[src/rtl/apb_mem_slave_pkg.sv]
// apb_mem_slave_pkg: shared widths, depth, read latency and FSM state type for the APB SRAM completer
package apb_mem_slave_pkg;
  localparam int param_WIDTH_ADDR = 8;
  localparam int param_WIDTH_DATA = 32;
  localparam int MEM_DEPTH = 256;
  localparam int RD_LATENCY = 1;
  typedef enum logic [1:0] {IDLE, WR_ACC, RD_WAIT, RD_DONE} apb_slv_state_e;
endpackage

[src/rtl/apb_mem_slave.sv]
// apb_mem_slave: APB3 completer turning each transfer into one single-port synchronous SRAM access
module apb_mem_slave
  import apb_mem_slave_pkg::*;
#(
  parameter int param_WIDTH_ADDR = apb_mem_slave_pkg::param_WIDTH_ADDR,
  parameter int param_WIDTH_DATA = apb_mem_slave_pkg::param_WIDTH_DATA,
  parameter int MEM_DEPTH = apb_mem_slave_pkg::MEM_DEPTH,
  parameter int RD_LATENCY = apb_mem_slave_pkg::RD_LATENCY
) (
  input  logic                        sysclk,
  input  logic                        sysrst,
  input  logic [param_WIDTH_ADDR-1:0] PADDR,
  input  logic                        PWRITE,
  input  logic                        PSEL,
  input  logic                        PENABLE,
  input  logic [param_WIDTH_DATA-1:0] PWDATA,
  output logic [param_WIDTH_DATA-1:0] PRDATA,
  output logic                        PREADY,
  output logic                        mem_cs,
  output logic                        mem_we,
  output logic [param_WIDTH_ADDR-1:0] mem_addr,
  output logic [param_WIDTH_DATA-1:0] mem_wdata,
  input  logic [param_WIDTH_DATA-1:0] mem_rdata
);
  if (RD_LATENCY < 1 || RD_LATENCY > 4) begin : g_bad_lat
    $error("RD_LATENCY must be 1..4");
  end
  apb_slv_state_e state;
  logic [2:0] cnt;
  logic rng;
  logic in_rng;
  assign in_rng = int'(PADDR) < MEM_DEPTH;
  // Transfer FSM: setup launches the SRAM access, reads wait RD_LATENCY+1 cycles before PREADY
  always_ff @(posedge sysclk or posedge sysrst) begin
    if (sysrst) begin
      state <= IDLE;
      PREADY <= 1'b0;
      PRDATA <= '0;
      mem_cs <= 1'b0;
      mem_we <= 1'b0;
      mem_addr <= '0;
      mem_wdata <= '0;
      cnt <= '0;
      rng <= 1'b0;
    end else begin
      case (state)
        IDLE: if (PSEL && !PENABLE) begin
          state <= PWRITE ? WR_ACC : RD_WAIT;
          PREADY <= PWRITE;
          mem_cs <= in_rng;
          mem_we <= PWRITE && in_rng;
          rng <= in_rng;
          cnt <= '0;
          if (in_rng) mem_addr <= PADDR;
          if (in_rng && PWRITE) mem_wdata <= PWDATA;
        end
        RD_WAIT: begin
          mem_cs <= 1'b0;
          if (!PSEL) state <= IDLE;
          else if (cnt == 3'(RD_LATENCY)) begin
            PRDATA <= rng ? mem_rdata : '0;
            PREADY <= 1'b1;
            state <= RD_DONE;
          end else cnt <= cnt + 3'd1;
        end
        default: begin
          state <= IDLE;
          PREADY <= 1'b0;
          mem_cs <= 1'b0;
          mem_we <= 1'b0;
        end
      endcase
    end
  end
endmodule

[config.mk]
export PLATFORM = sky130hd
export DESIGN_NAME = apb_mem_slave
export DESIGN_NICKNAME = d
export VERILOG_FILES = /design/src/rtl/apb_mem_slave_pkg.sv /design/src/rtl/apb_mem_slave.sv
export SDC_FILE = /design/constraint.sdc
export NUM_CORES = 1
export LEC_CHECK = 0
export ABC_CLOCK_PERIOD_IN_PS = 3300
export BUFFER_PORTS_ARGS = -buffer_cell sky130_fd_sc_hd__clkbuf_2
export CAP_MARGIN = 25
export CORE_ASPECT_RATIO = 0.75
export CORE_MARGIN = 10
export CORE_UTILIZATION = 47
export CTS_BUF_LIST = sky130_fd_sc_hd__clkbuf_16
export DETAILED_ROUTE_END_ITERATION = 10
export GPL_TIMING_DRIVEN = 0
export PLACE_DENSITY = 0.9
export REMOVE_ABC_BUFFERS = 1
export SYNTH_ARGS = -nofsm -noshare
export SYNTH_HDL_FRONTEND = slang
export SYNTH_SLANG_ARGS = --single-unit
[constraint.sdc]
create_clock -name sysclk -period 3.3 [get_ports sysclk]
set_input_delay 0.66 -clock sysclk [delete_from_list [all_inputs] [get_ports sysclk]]
set_output_delay 0.66 -clock sysclk [all_outputs]
set_load 0.03 [all_outputs]
=== Word-level counts from Yosys, hierarchy flattened ===
Cells that the tools add are included.

* Add/subtract/negate cells: 1
* Equality and inequality tests: 7
* Muxes and demuxes: 17
* Bitwise operators: 1
* Reduce and logical (&&, ||, !) cells: 11

{| class="wikitable"
|+ Operators by type and width
! cell !! count
|-
| $mux 32 || 1
|-
| $mux 3 || 3
|-
| $reduce_and 3->1 || 3
|-
| $mux 2 || 4
|-
| $ne 2x2->1 const B || 4
|-
| $pmux 3 s2 || 1
|-
| $reduce_and 2->1 || 3
|-
| $mux 1 || 5
|-
| $pmux 1 s2 || 2
|-
| $pmux 2 s2 || 1
|-
| $reduce_and 4->1 || 1
|-
| $add 3x1->3 const B || 1
|-
| $eq 3x1->1 const B || 1
|-
| $ne 3x3->1 const B || 1
|-
| $eq 2x2->1 const B || 1
|-
| $logic_not 2->1 || 1
|-
| $reduce_bool 2->1 || 1
|-
| $logic_and 1x1->1 || 1
|-
| $logic_not 1->1 || 1
|-
| $not 1->1 || 1
|}

* Register bits: 81
* Input bits: 77
* Output and inout port bits: 75
* Word-level logic and storage cells: 46

=== Longest topological paths before layout ===
Gate-level depths: netlist of run 1.

* Depth after elaboration: 4
* Gate-level depth with buffers: 6
* Depth with buffers taken out: 5

=== Worst setup path after synthesis of run 1 ===
OpenSTA, ideal clock, no wires.

* Path kind: input port to flip-flop
* From: input PENABLE
* To: register mem_wdata[10]
* Setup time: 0.125 ns
* Arrival: 1.591 ns
* Data required time: 3.175 ns
* Slack: 1.584 ns
* Cell stages on the path: 5
* Path buffers: 2
* Cells stage by stage: nor4b_2 > buf_4 > nand2_4 > buf_6 > mux2_4

* Word-level cells in the longest chain between the ends: 3

{| class="wikitable"
|+ Ends and longest elaborated chain
! what !! line !! source
|-
| start: declaration || apb_mem_slave.sv:15 || <nowiki>input logic PENABLE,</nowiki>
|-
| $logic_not 1->1 || apb_mem_slave.sv:47 || <nowiki>IDLE: if (PSEL && !PENABLE) begin</nowiki>
|-
| $logic_and 1x1->1 || apb_mem_slave.sv:47 ||
|-
| $reduce_and 3->1 (no line) || - ||
|-
| end signal: assignment || apb_mem_slave.sv:42 || <nowiki>mem_wdata <= '0;</nowiki>
|-
| end signal: assignment || apb_mem_slave.sv:55 || <nowiki>if (in_rng && PWRITE) mem_wdata <= PWDATA;</nowiki>
|-
| end: declaration || apb_mem_slave.sv:22 || <nowiki>output logic [param_WIDTH_DATA-1:0] mem_wdata,</nowiki>
|}

Every way passes these cells.
A chain may end at the register's enable or synchronous reset.

=== Worst setup path after layout of run 1 ===
* From: register state[1]
* To: register mem_wdata[2]

* Word-level cells in the longest chain between the ends: 2

{| class="wikitable"
|+ Ends and longest elaborated chain
! what !! line !! source
|-
| start: declaration || apb_mem_slave.sv:28 || <nowiki>apb_slv_state_e state;</nowiki>
|-
| start signal: assignment || apb_mem_slave.sv:48 || <nowiki>state <= PWRITE ? WR_ACC : RD_WAIT;</nowiki>
|-
| $logic_not 2->1 || apb_mem_slave.sv:46 || <nowiki>case (state)</nowiki>
|-
| $reduce_and 3->1 (no line) || - ||
|}

Every way passes these cells.

==> results.cfg, run 1 <==
[power]
totalPowerFinal_mw = 3.87
power_density_nw_per_um2 = 850
ir_drop_mv = 0.422
p_leak_nw = 2.48

[finish]
area_growth_pct = 35.5
diodes = 0
fin_cells = 524
nFillCells = 550
drive_gt1_share_pct = 50.5
fin_nets = 500
final_util_pct = 66.3
fin_area_um2 = 4550

[synth]
synth_fa_ha_area_share_pct = 0.745
netlist_area_um2 = 3360
synthMuxAreaShare_pct = 16.5
synth_area_per_cell_um2 = 12.3
ys_warn_count = 0
synth_area_leaders = dfrtp_1 (60%), mux2_4 (13%), o21ai_0 (9.2%), mux2_2 (4.0%), nand2_1 (3.8%)
synth_top_family_by_area = multiplexers
synth-xor-area-share_pct = 0
yosys.area_share.simple_pct = 7.82
synth_compound_area_share_pct = 11.2
ys.flop_type = dfrtp_1
synth-seq-cells = 81
yosysTopAreaCell = dfrtp_1
yosysSeqAreaShare_pct = 60.3
yosysMostFrequentCell = dfrtp_1
synth_cell_types = 29
synth_edf_count = 0
async_flop_share_pct = 100
synthCells = 273
yosys-top-cells-count = dfrtp_1 (81), o21ai_0 (62), nand2_1 (34)
yosysTopAreaCellShare_pct = 60.3

[critical_path]
rr_endpoint = mem_wdata[2]$_DFFE_PP0P_
worst_ep_required_time_ns = 3.51
slowest_delay_ns = 0.51
path_cells = nor4b_2 > buf_4 > nand2_4 > mux2_4
cp_num_buf_inv = 1
worstSetupStartpointType = flop
crit_fanout = 34
rr_worst_depth = 4
setup.worst_path.class = flop to flop
crit_path_top_delay_cell = dfrtp_1
crit_arrival_ns = 2.31
path_delay_family = simple AND/OR/NAND/NOR gates
reg2reg_slack_ns = 1.19
reg2reg_from = state[1]$_DFFE_PP0P_
end_kind = flop

[clocking]
ctsHtreeMaxLevel = 3
cts-root-buf = clkbuf_16
cts-buffers-inserted = 9
cts.path.max_buffers = 2
cts_resized = 0
clk_latency_ns = 0.32
cts_tree = done
cts.sinks = 81
cts_setup_buffers = 0
clk_pin_slew_worst_paths_ns = 0.06
ctsHoldBuffers = 0

[sta]
relSlewSlack_pct = 27.6
finalCritPeriodShare_pct = 63.8
finalHoldViolations = 0
slew_viol_final = 0
rsz0062_at_grt = no
skew_ns = 0.00504
tightest_slew_ns = 1.08
period_needed_ns = 2.11
clock.fmax_mhz = 475
finalWorstSetupSlack_ns = 1.19
setup_viol = 0

[grt]
overflow = 0
grt_pass1_vias = 2764
grt_pass1_wl_mm = 14.2
antenna_found_initial = 0
grt_max_degree = 47
grt_util_all_layers_pct = 15.5

[detailed_routing]
first_iter_violations = 173
first_pass_iters = 5
vias = 2584
drcViolationCount = 0
drt-total-wl_mm = 8.87
avgViaCountPerCell = 4.93
post_drt_wl_per_cell_um = 16.9
ant_nets = 0

[min_path]
hp-class = input pin to asynchronous set/reset pin

[placement]
portBuffers = 151
pre_cts_slack_ns = 0.848
place_area_um2 = 4180
dp_cells = 505
gp_congestion = 0.783
dp_hpwl_mm = 6.58

[floorplan]
fp.coreArea_um2 = 6860
row_count = 26
die_area_um2 = 11000
die_h_um = 93.2
ios = 152
start_util_pct = 48.9
die_w_um = 118

[flow_run]
cap_violations = 0

[status]
outcome = finished clean
how the worst max path moves through the flow:
| stage | to | depth (start not counted) | start |
|---|---|---|---|
| after floorplan | PRDATA[0]$_DFFE_PP0P_ | 1 | sysrst |
| after global placement | PRDATA[22]$_DFFE_PP0P_ | 2 | sysrst |
| after detailed placement | PRDATA[31]$_DFFE_PP0P_ | 4 | PSEL |
| after CTS | PRDATA[31]$_DFFE_PP0P_ | 5 | cnt[1]$_DFFE_PP0P_ |
| after global routing | PRDATA[25]$_DFFE_PP0P_ | 5 | cnt[1]$_DFFE_PP0P_ |
| final | mem_wdata[2]$_DFFE_PP0P_ | 4 | state[1]$_DFFE_PP0P_ |
final cells by class:
class,instances,area [um^2],share of cell area (%)
Timing Repair Buffer,156,848,18.6
Multi-Input combinational cell,169,1220,26.8
Clock inverter,7,93.8,2.06
Sequential cell,81,2030,44.5
Inverter,4,17.5,0.385
Tap cell,98,123,2.69
Clock buffer,9,225,4.95
layout by cell type (no fill, tap or decap), types with 2 or more instances in the layout:
| cell type | n |
|---|---|
| o21ai_1 | 3 |
| clkbuf_16 | 9 |
| nor3_1 | 2 |
| clkbuf_2 | 151 |
| buf_16 | 2 |
| nand3_1 | 3 |
| dfrtp_1 | 81 |
| bufinv_16 | 2 |
| nor2b_1 | 2 |
| mux2_4 | 28 |
| a21o_1 | 2 |
| ha_1 | 2 |
| inv_1 | 3 |
| a21oi_1 | 2 |
| buf_8 | 2 |
| o21ai_0 | 62 |
| nand2b_1 | 4 |
| mux2_2 | 12 |
| nor2_1 | 3 |
| nand2_1 | 34 |
per-stage QoR:
step | setup TNS, ns | hold WS [ns]
2_1_floorplan | 0 | 0.487
3_3_place_gp | -20.37 | 0.488
3_5_place_dp | 0 | 0.494
4_1_cts | 0 | 0.358
5_1_grt | 0 | 0.393
6_report | 0 | 0.348
layer usage:
layer,up-vias,global-route usage (%),share of wire [%],routed length [um]
li1,1240,-,-,-
met1,1241,18.0,40,3560
met2,96,26.5,51,4550
met3,7,6.85,8.0,708
met4,0,2.77,0.55,49
met5,-,0,0,0
report_power, final:
| part | total, mW | leakage (nW) | internal (mW) | switching (mW) |
|---|---|---|---|---|
| Sequential | 1.45 | 1.01 | 1.29 | 0.161 |
| Combinational | 1.37 | 1.32 | 0.447 | 0.919 |
| Clock | 1.06 | 0.153 | 0.662 | 0.394 |
kinds of logic after synthesis:
logic type | after synthesis
and+or+nand+nor | 55
muxes | 40
adders and majority gates | 2
AOI/OAI and AO/OA | 72
buffers and inverters | 23
DFF | 81
registers in the layout (all words and copies together), names as in the netlist:
name,count
cnt,3
PREADY,1
PRDATA,32
rng,1
mem_addr,8
mem_wdata,32
mem_cs,1
mem_we,1
state,2
worst reg2reg max path, stage by stage (launching register included):
cell and delay [ns]:
dfrtp_1 0.51, nor4b_2 0.45, buf_4 0.26, nand2_4 0.33, mux2_4 0.45
Power figures use the tool's default switching activity.
==> inputs of run 2 (changes only) <==
Settings changed: ABC_CLOCK_PERIOD_IN_PS 3300 to 1800, CORE_UTILIZATION 47 to 42, PLACE_DENSITY 0.9 to 0.86.
Clock period 3.3 ns to 1.8 ns, I/O delays scaled along.
==> run 2 against run 1 <==
Compared with the run above: combinational power is 87% higher; fmax increased by 25%; cell area increased by 2.2%; sequential cell count unchanged; die area up 9.6%.
==> results.cfg, run 2 (synthesized netlist as in run 1, its figures left out) <==
[power]
intPower_mw = 4.43
p_leak_nw = 2.52
p_sw_mw = 2.75
p_comb_share_pct = 35.6
ir_drop_mv = 0.650
p_seq_share_pct = 37.0
p_sw_share_pct = 38.3
power_density_nw_per_um2 = 1540
p_clk_share_pct = 27.4

[critical_path]
worst_ep_required_time_ns = 2.00
end_kind = flop
crit_fanout = 17
worstSetupStartpointType = flop
crit_arrival_ns = 1.88
setup.worst_path.class = flop to flop

[clocking]
cts_tree = done
cts.sinks = 81
ctsHtreeMaxLevel = 3
clk_pin_slew_worst_paths_ns = 0.07
cts-root-buf = clkbuf_16
cts.path.max_buffers = 2
clk_latency_ns = 0.33
cts-buffers-inserted = 9

[detailed_routing]
drt-total-wl_mm = 9.69
ant_nets = 0
post_drt_wl_per_cell_um = 18.0
drcViolationCount = 0
first_iter_violations = 134
vias = 2667
first_pass_iters = 4
avgViaCountPerCell = 4.95

[sta]
skew_ns = 0.00803
period_needed_ns = 1.68
rsz0062_at_grt = no
slew_viol_final = 0
tns_ns = 0
relSlewSlack_pct = 58.8
finalHoldViolations = 0
tightest_slew_ns = 0.617
setup_viol = 0
finalCritPeriodShare_pct = 93.4
clock.fmax_mhz = 595
finalWorstSetupSlack_ns = 0.119

[placement]
dp_hpwl_mm = 6.82
pre_cts_slack_ns = -0.633
portBuffers = 151
gp_congestion = 0.796

[finish]
final_common_cell = clkbuf_2
diodes = 0
fin_nets = 508
final_cell_mix = clkbuf_2 (151), dfrtp_1 (80), o21ai_0 (62), nand2_1 (34), mux2_4 (28)
drive_gt1_share_pct = 52.1
reg_top3 = PRDATA: 32 flops, mem_wdata: 32 flops, mem_addr: 8 flops
area_growth_pct = 38.5
final_util_pct = 59.3

[floorplan]
die_w_um = 123
ios = 152
start_util_pct = 42.8
die_area_um2 = 12000
fp.coreArea_um2 = 7850
row_count = 28
die_h_um = 97.5

[grt]
overflow = 0
antenna_found_initial = 0
grt_pass1_wl_mm = 14.6
grt_max_degree = 49
grt_pass1_vias = 2848
grt_util_all_layers_pct = 15.3

[flow_run]
cap_violations = 0

[min_path]
hp-class = input pin to asynchronous set/reset pin

[status]
outcome = finished clean
run 2: timing repair:
action	CTS	global route
gates cloned	2	1
buffers inserted	4	2
setup endpoints to repair	68	35
hold buffers	0	0
resized for setup	5	3
pin swaps	3	1
run 2: cell type report:
class / count / area [um^2]
flip-flops and latches: 81 / 2030
clock buffers: 9 / 225
repair buffers: 161 / 866
fillers: 661 / 3200
clock inverters: 7 / 100
well taps: 105 / 131
multi-input cells: 172 / 1280
inverters: 4 / 17.5
run 2: stage by stage:
step | total power [mW] | hold slack (ns) | cell area [um^2] | std cells
floorplan | 4.33 | 0.487 | 3260 | 254
global placement | 5.12 | 0.488 | 4150 | 510
detailed placement | 5.24 | 0.409 | 4200 | 513
CTS | 7.25 | 0.0603 | 4600 | 535
global route | 7.55 | 0.0730 | 4650 | 539
finish | 7.18 | 0.0481 | 4650 | 539
run 2: final timing paths:
check                                        from                         to  slack, ns  cells past startpoint
setup / recovery             state[1]$_DFFE_PP0P_  mem_wdata[27]$_DFFE_PP0P_       0.12                      4
hold / removal                             sysrst         cnt[2]$_DFFE_PP0P_       0.05                      2
setup reg to reg             state[1]$_DFFE_PP0P_  mem_wdata[27]$_DFFE_PP0P_       0.12                      4
hold reg to reg            PRDATA[30]$_DFFE_PP0P_     PRDATA[30]$_DFFE_PP0P_       0.50                      2
max in group asynchronous                  sysrst     PRDATA[17]$_DFFE_PP0P_       1.17                      3
min in group sysclk                  mem_rdata[3]      PRDATA[3]$_DFFE_PP0P_       0.25                      3
run 2: worst max-delay path, stage by stage (launching register included):
cell and delay (ns):
dfrtp_2 0.53, nor4b_4 0.28, buf_4 0.18, nand2_4 0.19, mux2_4 0.37
run 2: power groups by stage:
| stage | combinational [mW] | clock, mW | sequential [mW] |
|---|---|---|---|
| global placement | 2.48 | 0 | 2.64 |
| CTS | 2.58 | 2.01 | 2.66 |
| global route | 2.73 | 2.09 | 2.72 |
| finish | 2.56 | 1.97 | 2.66 |
| detailed placement | 2.55 | 0 | 2.68 |
| floorplan | 0.608 | 0 | 3.72 |
run 2: layer usage:
layer  global-route usage [%]  wire, um  up-vias
li1                         -         -     1252
met1                     16.6      3770     1301
met2                     26.3      4870      107
met3                     6.85       985        7
met4                     4.20        69        0
met5                        0         0        -
==> inputs of run 3 (changes only) <==
Settings changed: ABC_CLOCK_PERIOD_IN_PS 1800 to 2000, CORE_UTILIZATION 42 to 50, CTS_BUF_LIST sky130_fd_sc_hd__clkbuf_16 to default, PLACE_DENSITY 0.86 to 0.94.
Clock period 1.8 ns to 2 ns, I/O delays scaled along.
==> run 3 against run 2 <==
Compared with the run above: clock skew increased by 0.00064 ns; sequential share of layout area grew 2.5 points; non-clock buffer count is 5 lower; largest cell class unchanged.
==> results.cfg, run 3 (synthesized netlist as in run 1, its figures left out) <==
[finish]
reg_top3 = PRDATA: 32 flops, mem_wdata: 32 flops, mem_addr: 8 flops
fin_nets = 501
nFillCells = 483
drive_gt1_share_pct = 50.6
diodes = 0
regArea_um2 = 2030
fin_cells = 506
multiInputGateArea_um2 = 1260
area_growth_pct = 30.9
final_common_cell = clkbuf_2
fin_area_um2 = 4400
final_cell_mix = clkbuf_2 (151), dfrtp_1 (81), o21ai_0 (62), nand2_1 (34), mux2_4 (28)

[detailed_routing]
first_iter_violations = 220
avgViaCountPerCell = 5.25
first_pass_iters = 5
drt-total-wl_mm = 9.27
post_drt_wl_per_cell_um = 18.3
ant_nets = 0
drcViolationCount = 0
vias = 2659

[grt]
grt_pass1_wl_mm = 14.8
overflow = 0
grt_util_all_layers_pct = 17.5
grt_max_degree = 45
antenna_found_initial = 0
grt_pass1_vias = 2784

[sta]
relSlewSlack_pct = 29.8
skew_ns = 0.00866
tightest_slew_ns = 1.05
setup_viol = 0
slew_viol_final = 0
finalHoldViolations = 0
finalCritPeriodShare_pct = 91.5
period_needed_ns = 1.83
tns_ns = 0
clock.fmax_mhz = 546
rsz0062_at_grt = no

[power]
totalPowerFinal_mw = 5.79
power_density_nw_per_um2 = 1320
ir_drop_mv = 0.652
p_leak_nw = 2.41

[placement]
gp_congestion = 0.763
dp_hpwl_mm = 6.91
portBuffers = 151
place_area_um2 = 4160
dp_cells = 488

[critical_path]
slowest_delay_ns = 0.41
crit_fanout = 33
worstSetupStartpointType = flop
path_cells = inv_1 > ha_1 > nor2b_1 > nand3_4 > o21ai_0
worst_ep_required_time_ns = 2.25
end_kind = flop
crit_path_top_delay_cell = dfrtp_1
crit_arrival_ns = 2.08
setup.worst_path.class = flop to flop

[clocking]
ctsHtreeMaxLevel = 3
cts.sinks = 81
cts-buffers-inserted = 9
clk_latency_ns = 0.34
cts-root-buf = clkbuf_8
cts_tree = done
cts.path.max_buffers = 2
clk_pin_slew_worst_paths_ns = 0.08
ctsHoldBuffers = 0

[floorplan]
ios = 152
die_w_um = 115
die_area_um2 = 10400
row_count = 25
fp.coreArea_um2 = 6410
die_h_um = 91.0
start_util_pct = 52.4

[status]
outcome = finished clean

[flow_run]
cap_violations = 0

[min_path]
hp-class = input pin to asynchronous set/reset pin
[run 3: critical path: cells and delay by family, from the launching register on]
kind	cells	cell delay (ns)
compound gates	1	0.29
fa+ha+maj	1	0.22
buf+inv	1	0.06
flops	1	0.41
simple gates	2	0.75
[run 3: final timing paths]
path	start	endpoint	slack, ns	cells after the start
setup / recovery	cnt[1]$_DFFE_PP0P_	PRDATA[1]$_DFFE_PP0P_	0.17	5
hold / removal	sysrst	mem_wdata[21]$_DFFE_PP0P_	0.07	2
setup reg to reg	cnt[1]$_DFFE_PP0P_	PRDATA[1]$_DFFE_PP0P_	0.17	5
hold reg to reg	mem_addr[5]$_DFFE_PP0P_	mem_addr[5]$_DFFE_PP0P_	0.51	1
max in group asynchronous	sysrst	PRDATA[5]$_DFFE_PP0P_	1.34	3
min in group sysclk	mem_rdata[3]	PRDATA[3]$_DFFE_PP0P_	0.28	3
[run 3: final cells by class]
| cell class | instances | share of cell area (%) |
|---|---|---|
| sequential | 81 | 46.1 |
| multi-input combinational | 170 | 28.6 |
| timing repair buffer | 156 | 18.5 |
| clock buffer | 10 | 3.13 |
| tap | 81 | 2.30 |
| clock inverter | 4 | 1.02 |
| inverter | 4 | 0.398 |
[run 3: repair_timing]
item / 4_1_cts / 5_1_grt
cloned: 1 / 0
resized for setup: 3 / 1
pin swaps: 2 / 2
hold endpoints to repair: 0 / 0
setup buffers: 1 / 2
setup endpoints to repair: 76 / 46
[run 3: per-stage QoR]
stage          util [%]  worst slack, ns  hold slack [ns]
2_1_floorplan         -           -0.480            0.487
3_3_place_gp       64.2            -1.27            0.488
3_5_place_dp       64.8           -0.744            0.450
4_1_cts            68.2           0.0945           0.0679
5_1_grt            68.6           0.0249           0.0895
6_report           68.6            0.170           0.0669
[run 3: layer usage]
metal / routed length [um] / up-vias / global-route usage [%]
met5: 0 / - / 0
li1: - / 1241 / -
met4: 104 / 0 / 4.69
met3: 1260 / 13 / 9.07
met2: 4180 / 149 / 26.9
met1: 3730 / 1256 / 21.1
[run 3: where the power goes]
part	total [mW]	switching (mW)	internal, mW
registers	2.39	0.272	2.12
logic	2.27	1.53	0.742
clock network	1.13	0.535	0.591
total	5.79	2.34	3.45
